## config.mk

```make
export PLATFORM = sky130hd
export DESIGN_NAME = shift_seq_ctrl
export DESIGN_NICKNAME = d
export VERILOG_FILES = /design/src/rtl/shift_seq_ctrl_pkg.sv /design/src/rtl/shift_seq_ctrl.sv
export SDC_FILE = /design/constraint.sdc
export NUM_CORES = 1
export LEC_CHECK = 0
export ABC_AREA = 1
export BUFFER_PORTS_ARGS = -buffer_cell sky130_fd_sc_hd__clkbuf_2
export CAP_MARGIN = 20
export CORE_MARGIN = 8
export CORE_UTILIZATION = 46
export CTS_BUF_LIST = sky130_fd_sc_hd__clkbuf_4 sky130_fd_sc_hd__clkbuf_8
export DETAILED_ROUTE_END_ITERATION = 16
export GPL_TIMING_DRIVEN = 0
export MAX_ROUTING_LAYER = met4
export PLACE_DENSITY_LB_ADDON = 0.1
export SYNTH_ARGS = -nofsm -noshare
export SYNTH_HDL_FRONTEND = slang
export SYNTH_SLANG_ARGS = --single-unit
```

## constraint.sdc

```tcl
create_clock -name clk -period 1.1 [get_ports clk]
set_input_delay 0 -clock clk [delete_from_list [all_inputs] [get_ports clk]]
set_output_delay 0 -clock clk [all_outputs]
set_load 0.02 [all_outputs]
```

## src/rtl/shift_seq_ctrl_pkg.sv

```systemverilog
// shift_seq_ctrl_pkg -- shared encodings for the shift sequencer.
//   Shifter op codes (drive shifter8.op), command op encodings, FSM
//   state encoding, and a small helper for the per-step shift amount.
package shift_seq_ctrl_pkg;

  // Shifter op codes
  localparam logic [2:0] OP_NOP  = 3'b000;
  localparam logic [2:0] OP_LOAD = 3'b001;
  localparam logic [2:0] OP_LSL  = 3'b010;
  localparam logic [2:0] OP_LSR  = 3'b011;
  localparam logic [2:0] OP_ASR  = 3'b100;

  // Command op encodings
  typedef enum logic [1:0] {
    CMD_LSL  = 2'b00,
    CMD_LSR  = 2'b01,
    CMD_ASR  = 2'b10,
    CMD_RSVD = 2'b11
  } cmd_op_e;

  typedef enum logic [2:0] {
    S_IDLE  = 3'd0,
    S_LOAD  = 3'd1,
    S_SHIFT = 3'd2,
    S_DONE  = 3'd3,
    S_ERR   = 3'd4
  } state_e;

  // Per-step shift distance: min(rem, 3)
  function automatic logic [1:0] step_amt(input logic [3:0] rem);
    return (rem > 4'd3) ? 2'd3 : rem[1:0];
  endfunction

  // Map a legal command op to the shifter op code
  function automatic logic [2:0] cmd_to_op(input logic [1:0] cmd);
    case (cmd)
      CMD_LSL: return OP_LSL;
      CMD_LSR: return OP_LSR;
      CMD_ASR: return OP_ASR;
      default: return OP_NOP;
    endcase
  endfunction

endpackage

```

## src/rtl/shift_seq_ctrl.sv

```systemverilog
// shift_seq_ctrl -- breaks a 0..15 bit shift command into a LOAD step
// followed by up to five shift steps of at most 3 bits for shifter8.
// Ports:
//   clk, reset (async, active high)
//   start, abort, cmd_op[1:0], cmd_amt[3:0], cmd_data[7:0]  -- command in
//   op[2:0], shamt[1:0], d_in[7:0]                         -- shifter drive
//   busy, done, err                                         -- status
// All outputs decode registered state only (Moore).
module shift_seq_ctrl
  import shift_seq_ctrl_pkg::*;
(
  input  logic       clk,
  input  logic       reset,
  input  logic       start,
  input  logic       abort,
  input  logic [1:0] cmd_op,
  input  logic [3:0] cmd_amt,
  input  logic [7:0] cmd_data,
  output logic [2:0] op,
  output logic [1:0] shamt,
  output logic [7:0] d_in,
  output logic       busy,
  output logic       done,
  output logic       err
);

  state_e     state_q, state_d;
  logic [2:0] sh_op_q, sh_op_d;
  logic [3:0] rem_q,   rem_d;
  logic [7:0] data_q,  data_d;

  always_ff @(posedge clk or posedge reset) begin
    if (reset) begin
      state_q <= S_IDLE;
      sh_op_q <= OP_NOP;
      rem_q   <= 4'd0;
      data_q  <= 8'd0;
    end else begin
      state_q <= state_d;
      sh_op_q <= sh_op_d;
      rem_q   <= rem_d;
      data_q  <= data_d;
    end
  end

  always_comb begin
    state_d = state_q;
    sh_op_d = sh_op_q;
    rem_d   = rem_q;
    data_d  = data_q;
    case (state_q)
      S_IDLE: begin
        // abort outranks start; reserved ops capture nothing
        if (start && !abort) begin
          if (cmd_op == CMD_RSVD) begin
            state_d = S_ERR;
          end else begin
            sh_op_d = cmd_to_op(cmd_op);
            rem_d   = cmd_amt;
            data_d  = cmd_data;
            state_d = S_LOAD;
          end
        end
      end
      S_LOAD: begin
        if (abort)              state_d = S_IDLE;
        else if (rem_q != 4'd0) state_d = S_SHIFT;
        else                    state_d = S_DONE;
      end
      S_SHIFT: begin
        if (abort) begin
          state_d = S_IDLE;
        end else begin
          // step_amt never exceeds rem, so this cannot wrap
          rem_d   = rem_q - {2'b00, step_amt(rem_q)};
          state_d = (rem_d != 4'd0) ? S_SHIFT : S_DONE;
        end
      end
      S_DONE:  state_d = S_IDLE;
      S_ERR:   state_d = S_IDLE;
      default: state_d = S_IDLE;
    endcase
  end

  always_comb begin
    op    = OP_NOP;
    shamt = 2'd0;
    case (state_q)
      S_LOAD:  op = OP_LOAD;
      S_SHIFT: begin
        op    = sh_op_q;
        shamt = step_amt(rem_q);
      end
      default: op = OP_NOP;
    endcase
  end

  assign d_in = data_q;
  assign busy = (state_q == S_LOAD) || (state_q == S_SHIFT);
  assign done = (state_q == S_DONE);
  assign err  = (state_q == S_ERR);

endmodule

```

; After elaboration in Yosys (flattened, before gate mapping)
; Index checks and enable logic that the tools add are counted.
[op_classes]
n_addsub = 1
order_cmp = 1
eq_ne = 10
mux = 15
bitwise_logic = 1
n_reduce_logical = 10
[ops]
columns = operator, n
row1 = $pmux W3 S3, 2
row2 = $mux W4, 3
row3 = $mux W2, 4
row4 = $pmux W4 S2, 1
row5 = $reduce_bool A4 Y1, 2
row6 = $eq A3 B2 Y1 const B, 2
row7 = $mux W3, 2
row8 = $ne A2 B2 Y1 const B, 3
row9 = $pmux W3 S2, 1
row10 = $eq A2 B2 Y1 const B, 2
row11 = $gt A4 B2 Y1 const B, 1
row12 = $reduce_and A4 Y1, 1
row13 = $sub A4 B2 Y4, 1
row14 = $eq A3 B1 Y1 const B, 1
row15 = $eq A3 B3 Y1 const B, 1
row16 = $logic_not A3 Y1, 1
row17 = $reduce_and A3 Y1, 1
row18 = $eq A2 B1 Y1 const B, 1
row19 = $logic_not A2 Y1, 1
row20 = $mux W1, 2
row21 = $reduce_bool A2 Y1, 1
row22 = $logic_and A1 B1 Y1, 1
row23 = $logic_not A1 Y1, 1
row24 = $logic_or A1 B1 Y1, 1
row25 = $not A1 Y1, 1
[totals]
ff_bits = 18
inputBits = 18
out_inout_bits = 16
wordCells = 42

; Longest topological paths before layout
[depth]
word_depth = 7
mapped_depth = 10
depth_no_buf = 10

; Least setup slack after synthesis
; OpenSTA, ideal clock, no wires.
[synth_path]
path_kind = reg-to-reg
start = register rem_q[2]
end = register state_q[0]
setup_ns = 0.071
arrival_ns = 1.162
t_required_ns = 1.029
slack_ns = -0.133
stages_incl_launch_ff = 11
path_buffers = 0
synth_period_minus_slack_ns = 1.233
path_cell_list = dfrtp_1 -> nor2_1 -> nor2_1 -> inv_1 -> ha_1 -> inv_1 -> nor2_1 -> nand4_1 -> nor2_1 -> nor2_1 -> nor2_1
[synth_via]
elab_chain_cells = 7
word_cells_on_any_way = 10
classes_between = add/sub (1) / order compare (1) / mux (6) / reduce/logical (2)
[synth_rtl]
columns = item, line
row1 = start: declaration, shift_seq_ctrl.sv:29  ; logic [3:0] rem_q, rem_d;
row2 = start signal: assignment, shift_seq_ctrl.sv:41  ; rem_q <= rem_d;
row3 = $gt A4 B2 Y1, shift_seq_ctrl_pkg.sv:31  ; return (rem > 4'd3) ? 2'd3 : rem[1:0];
row4 = $mux W2, shift_seq_ctrl_pkg.sv:31
row5 = $sub A4 B2 Y4, shift_seq_ctrl.sv:75  ; rem_d = rem_q - {2'b00, step_amt(rem_q)};
row6 = $reduce_bool A4 Y1, shift_seq_ctrl.sv:76  ; state_d = (rem_d != 4'd0) ? S_SHIFT : S_DONE;
row7 = $mux W1, shift_seq_ctrl.sv:76
row8 = $mux W2, shift_seq_ctrl.sv:71  ; if (abort) begin
row9 = $pmux W3 S3 *, shift_seq_ctrl.sv:51  ; case (state_q)
row10 = end signal: assignment, shift_seq_ctrl.sv:39  ; state_q <= state_d;
row11 = end: declaration, shift_seq_ctrl.sv:27  ; state_e state_q, state_d;
; Every way passes the cells marked *; elsewhere a longest branch is shown, timed or not.
; A chain may end at the register's enable or synchronous reset.

; Worst setup path in the final report
[layout_path]
start = register state_q[0]
end = output op[0]
[layout_via]
elab_chain_cells = 2
word_cells_on_any_way = 3
classes_between = eq/ne (2) / mux (1)
[layout_rtl]
columns = item, line
row1 = $eq A3 B2 Y1 or $eq A3 B1 Y1 (tied branches), shift_seq_ctrl.sv:88  ; case (state_q)
row2 = $pmux W3 S2 *, shift_seq_ctrl.sv:88
row3 = end: declaration, shift_seq_ctrl.sv:19  ; output logic [2:0] op,
; Marked as above.

==> impl_metrics.csv <==
group,metric,value,unit
die,die_x,62.1,um
timing,period_minus_slack,1.46,ns
finish,layout.nets,213,
power,p_comb_frac,0.646,
synthesis,synthesis.area,978,um^2
timing,final-setup-viol-count,24,
worst_setup_path,cp-startpoint,"state_q[0]",
placed_design,gp_congestion,0.888,
synthesis,syn_nets,151,
synthesis,synthDistinctLibCells,20,
timing,hold_viol,0,
clocking,cts_buffer_depth,2,
power,peakVddDrop,0.00181,V
power,switchingPower,0.00214,W
timing,worst_pin_slew,0.702,ns
power,p_leak,0.863,nW
synthesis,ys_top_cells_by_count,"nand2_1 (54), dfrtp_1 (18), nor2_1 (15)",
run_status,violations,"negative setup slack",
run_status,status,"complete, but fails checks",
die,ios,34,
detailed_routing,dr.pass1.iters,4,
finish,utilization,0.852,
synthesis,synth_top_area_share,0.460,
clocking,cts_buffers,3,
timing,timing.slew.headroom,0.532,
die,core_area,0.00198,mm^2
worst_setup_path,reg2reg_slack,-0.34,ns
worst_setup_path,crit_family,"buffers and inverters",
clocking,cts_tree,"yes",
timing,setup_slack,-0.364,ns
power,clockPowerShare,0.092,
worst_setup_path,cp_slowest_cell,"dfrtp_2",
timing,drv_slew,0,
worst_setup_path,cp-end-kind,"output port",
timing,grt_setup_unrepaired,"yes",
power,total_power,0.00453,W
synthesis,synthArstFlopShare,1.00,
worst_setup_path,path_cells,"buf_6 > buf_4 > nand2_4 > nor2_4 > inv_2 > o21ai_2 > clkbuf_8",
die,die_h,62.1,um
detailed_routing,post-route-drc-count,0,
synthesis,synth.avg_cell_area,7.41,um^2
die,start_util,0.494,
worst_setup_path,critPathBufInv,4,
timing,fin_tns_setup,-7.18,ns
synthesis,yosysWarnings,0,
worst_hold_path,hp-start,"cmd_amt[2]",
detailed_routing,via_per_inst,4.98,
synthesis,synth.most_common_cell,"nand2_1",
die,num_rows,16,
die,die-area,0.00386,mm^2
detailed_routing,ant_nets,0,
power,switching_share,0.472,
synthesis,synth_ff_type,"dfrtp_1",
grt,grt_start_max_net_pins,19,
synthesis,yosys.area.top_type,"dfrtp_1",
finish,multi_input_area,639,um^2
power,power.density,2680,mW/mm^2
timing,clock.fmax,683,MHz
flow_run,max-cap-violations,0,
placed_design,post-dp-hpwl,1840,um
clocking,cts_root_buf,"clkbuf_4",
finish,drive_gt1_frac,0.497,
finish,antennaDiodeCount,0,
synthesis,ys_ff_latch,18,
worst_setup_path,crit_required,1.10,ns
synthesis,ys_seq_area_frac,0.460,
worst_setup_path,slowest_delay,0.45,ns
synthesis,synthTopCellsByArea,"dfrtp_1 (46%), nand2_1 (21%), nor2_1 (5.8%), inv_1 (5.0%), nand2_2 (3.2%)",
worst_setup_path,cp.arrival,1.46,ns
detailed_routing,routedWlPerCell,15.1,um
power,cellInternalPower,0.00239,W
clocking,cts.sinks,18,
timing,fin_skew,0.00361,ns
finish,regArea,453,um^2
clocking,h-tree-depth,1,
placed_design,port_buffers,33,
timing,finalCritPeriodShare,1.33,
finish,fill_cells,103,
grt,antenna_found_initial,0,
clocking,cts.clk_slew.worst_paths,0.10,ns
grt,grt_pass1_wl,5310,um
finish,area_delta_synth_final,72.6,%
grt,grt_pass1_vias,1188,
detailed_routing,drt-initial-drc-count,48,
worst_setup_path,critPathLaunchType,"register",
synthesis,netlist_instances,132,
grt,grt_overflow,0,
grt,grt.total_usage,0.168,
worst_setup_path,path_max_fanout,3,
clocking,insertion_delay,0.30,ns
detailed_routing,num_vias,1096,
worst_setup_path,crit_type,"register to output port",
synthesis,synth_edf_count,0,
worst_setup_path,r2r-start,"state_q[0]",
detailed_routing,wirelength,3320,um
worst_hold_path,hp-class,"input port to register",
power,power_frac_seq,0.262,
## power by group through the flow
| stage | Combinational [W] | Sequential (W) | Clock [W] |
|---|---|---|---|
| floorplan | 0.00117 | 0.00133 | 0 |
| global placement | 0.00181 | 0.00117 | 0 |
| detailed placement | 0.00184 | 0.00119 | 0 |
| CTS | 0.00251 | 0.00116 | 0.000404 |
| global route | 0.00317 | 0.00122 | 0.000451 |
| finish | 0.00293 | 0.00119 | 0.000416 |
## routing by layer
metal  wire (um)  GRT usage  share of wire  up-vias
met1        1360      0.179           0.41      516
met2        1740      0.298           0.52       39
li1            -          -              -      534
met5           0          -              0        -
met4          57     0.0612          0.017        0
met3         161     0.0376          0.048        7
## worst paths after layout
path                              end  depth (start not counted)
max in group asynchronous  state_q[2]                          3
hold reg to reg               d_in[2]                          2
setup / recovery                op[0]                          7
min in group asynchronous  state_q[1]                          3
hold / removal               rem_q[2]                          5
setup reg to reg              d_in[6]                          6
## cells by family (layout without fill, tap and decap cells)
family                     Yosys count  after routing  synth area share
buffers and inverters               17             76            0.0806
and+or+nand+nor                     85             87             0.384
DFF                                 18             18             0.460
xor gates and xnor gates             1              1           0.00895
AOI/OAI and AO/OA                   10             10            0.0537
adders and majority gates            1              1            0.0128
## tightest hold or removal path, delay by kind of cell
| kind | cells | cell delay (ns) |
|---|---|---|
| AOI/OAI and AO/OA | 1 | 0.06 |
| and+or+nand+nor | 3 | 0.15 |
| buffers and inverters | 1 | 0.08 |
## state kept, by name (all words and copies together), names as in the netlist
register / cells
d_in: 8
rem_q: 4
sh_op_q: 3
state_q: 3
## per-stage QoR
stage	hold slack [ns]	std cells	instance area, um^2	setup WS [ns]
finish	0.0178	220	1690	-0.364
global route	0.0499	220	1690	-0.406
CTS	0.0265	218	1570	-0.304
detailed placement	0.109	192	1190	-0.299
global placement	0.108	192	1190	-0.273
floorplan	-0.0614	132	995	-0.130
## cell type report
cell class / instances / share of cell area
Buffer: 2 / 0.0185
Clock buffer: 4 / 0.0215
Inverter: 15 / 0.0333
Multi-Input combinational cell: 99 / 0.379
Sequential cell: 18 / 0.268
Tap cell: 27 / 0.0200
Timing Repair Buffer: 55 / 0.260
## timing repair
item / 4_1_cts / 5_1_grt
pin swaps: 10 / 13
setup buffers: 8 / 2
resized for setup: 37 / 36
hold buffers: 12 / 0
setup endpoints to repair: 24 / 25
cloned: 2 / 0
hold endpoints to repair: 29 / 0
## layout by cell type, fill, tap and decap left out, types with 2 or more instances in the layout
master         instances
buf_8                  4
inv_1                 10
clkbuf_4               3
o21ai_2                2
buf_6                  7
nand2_1               40
nor2_4                 8
dlygate4sd3_1         12
clkbuf_8               2
nand3_1                3
nor2_1                 7
a21oi_2                2
nand2_4                5
dfrtp_1               16
nand2_2               14
nor2_2                 4
nor3_4                 2
inv_2                  5
dfrtp_2                2
nand4_4                2
buf_4                  7
clkbuf_2              25
o21ai_1                4
nand4_1                2
No activity file was read; power rests on OpenSTA's default activity.
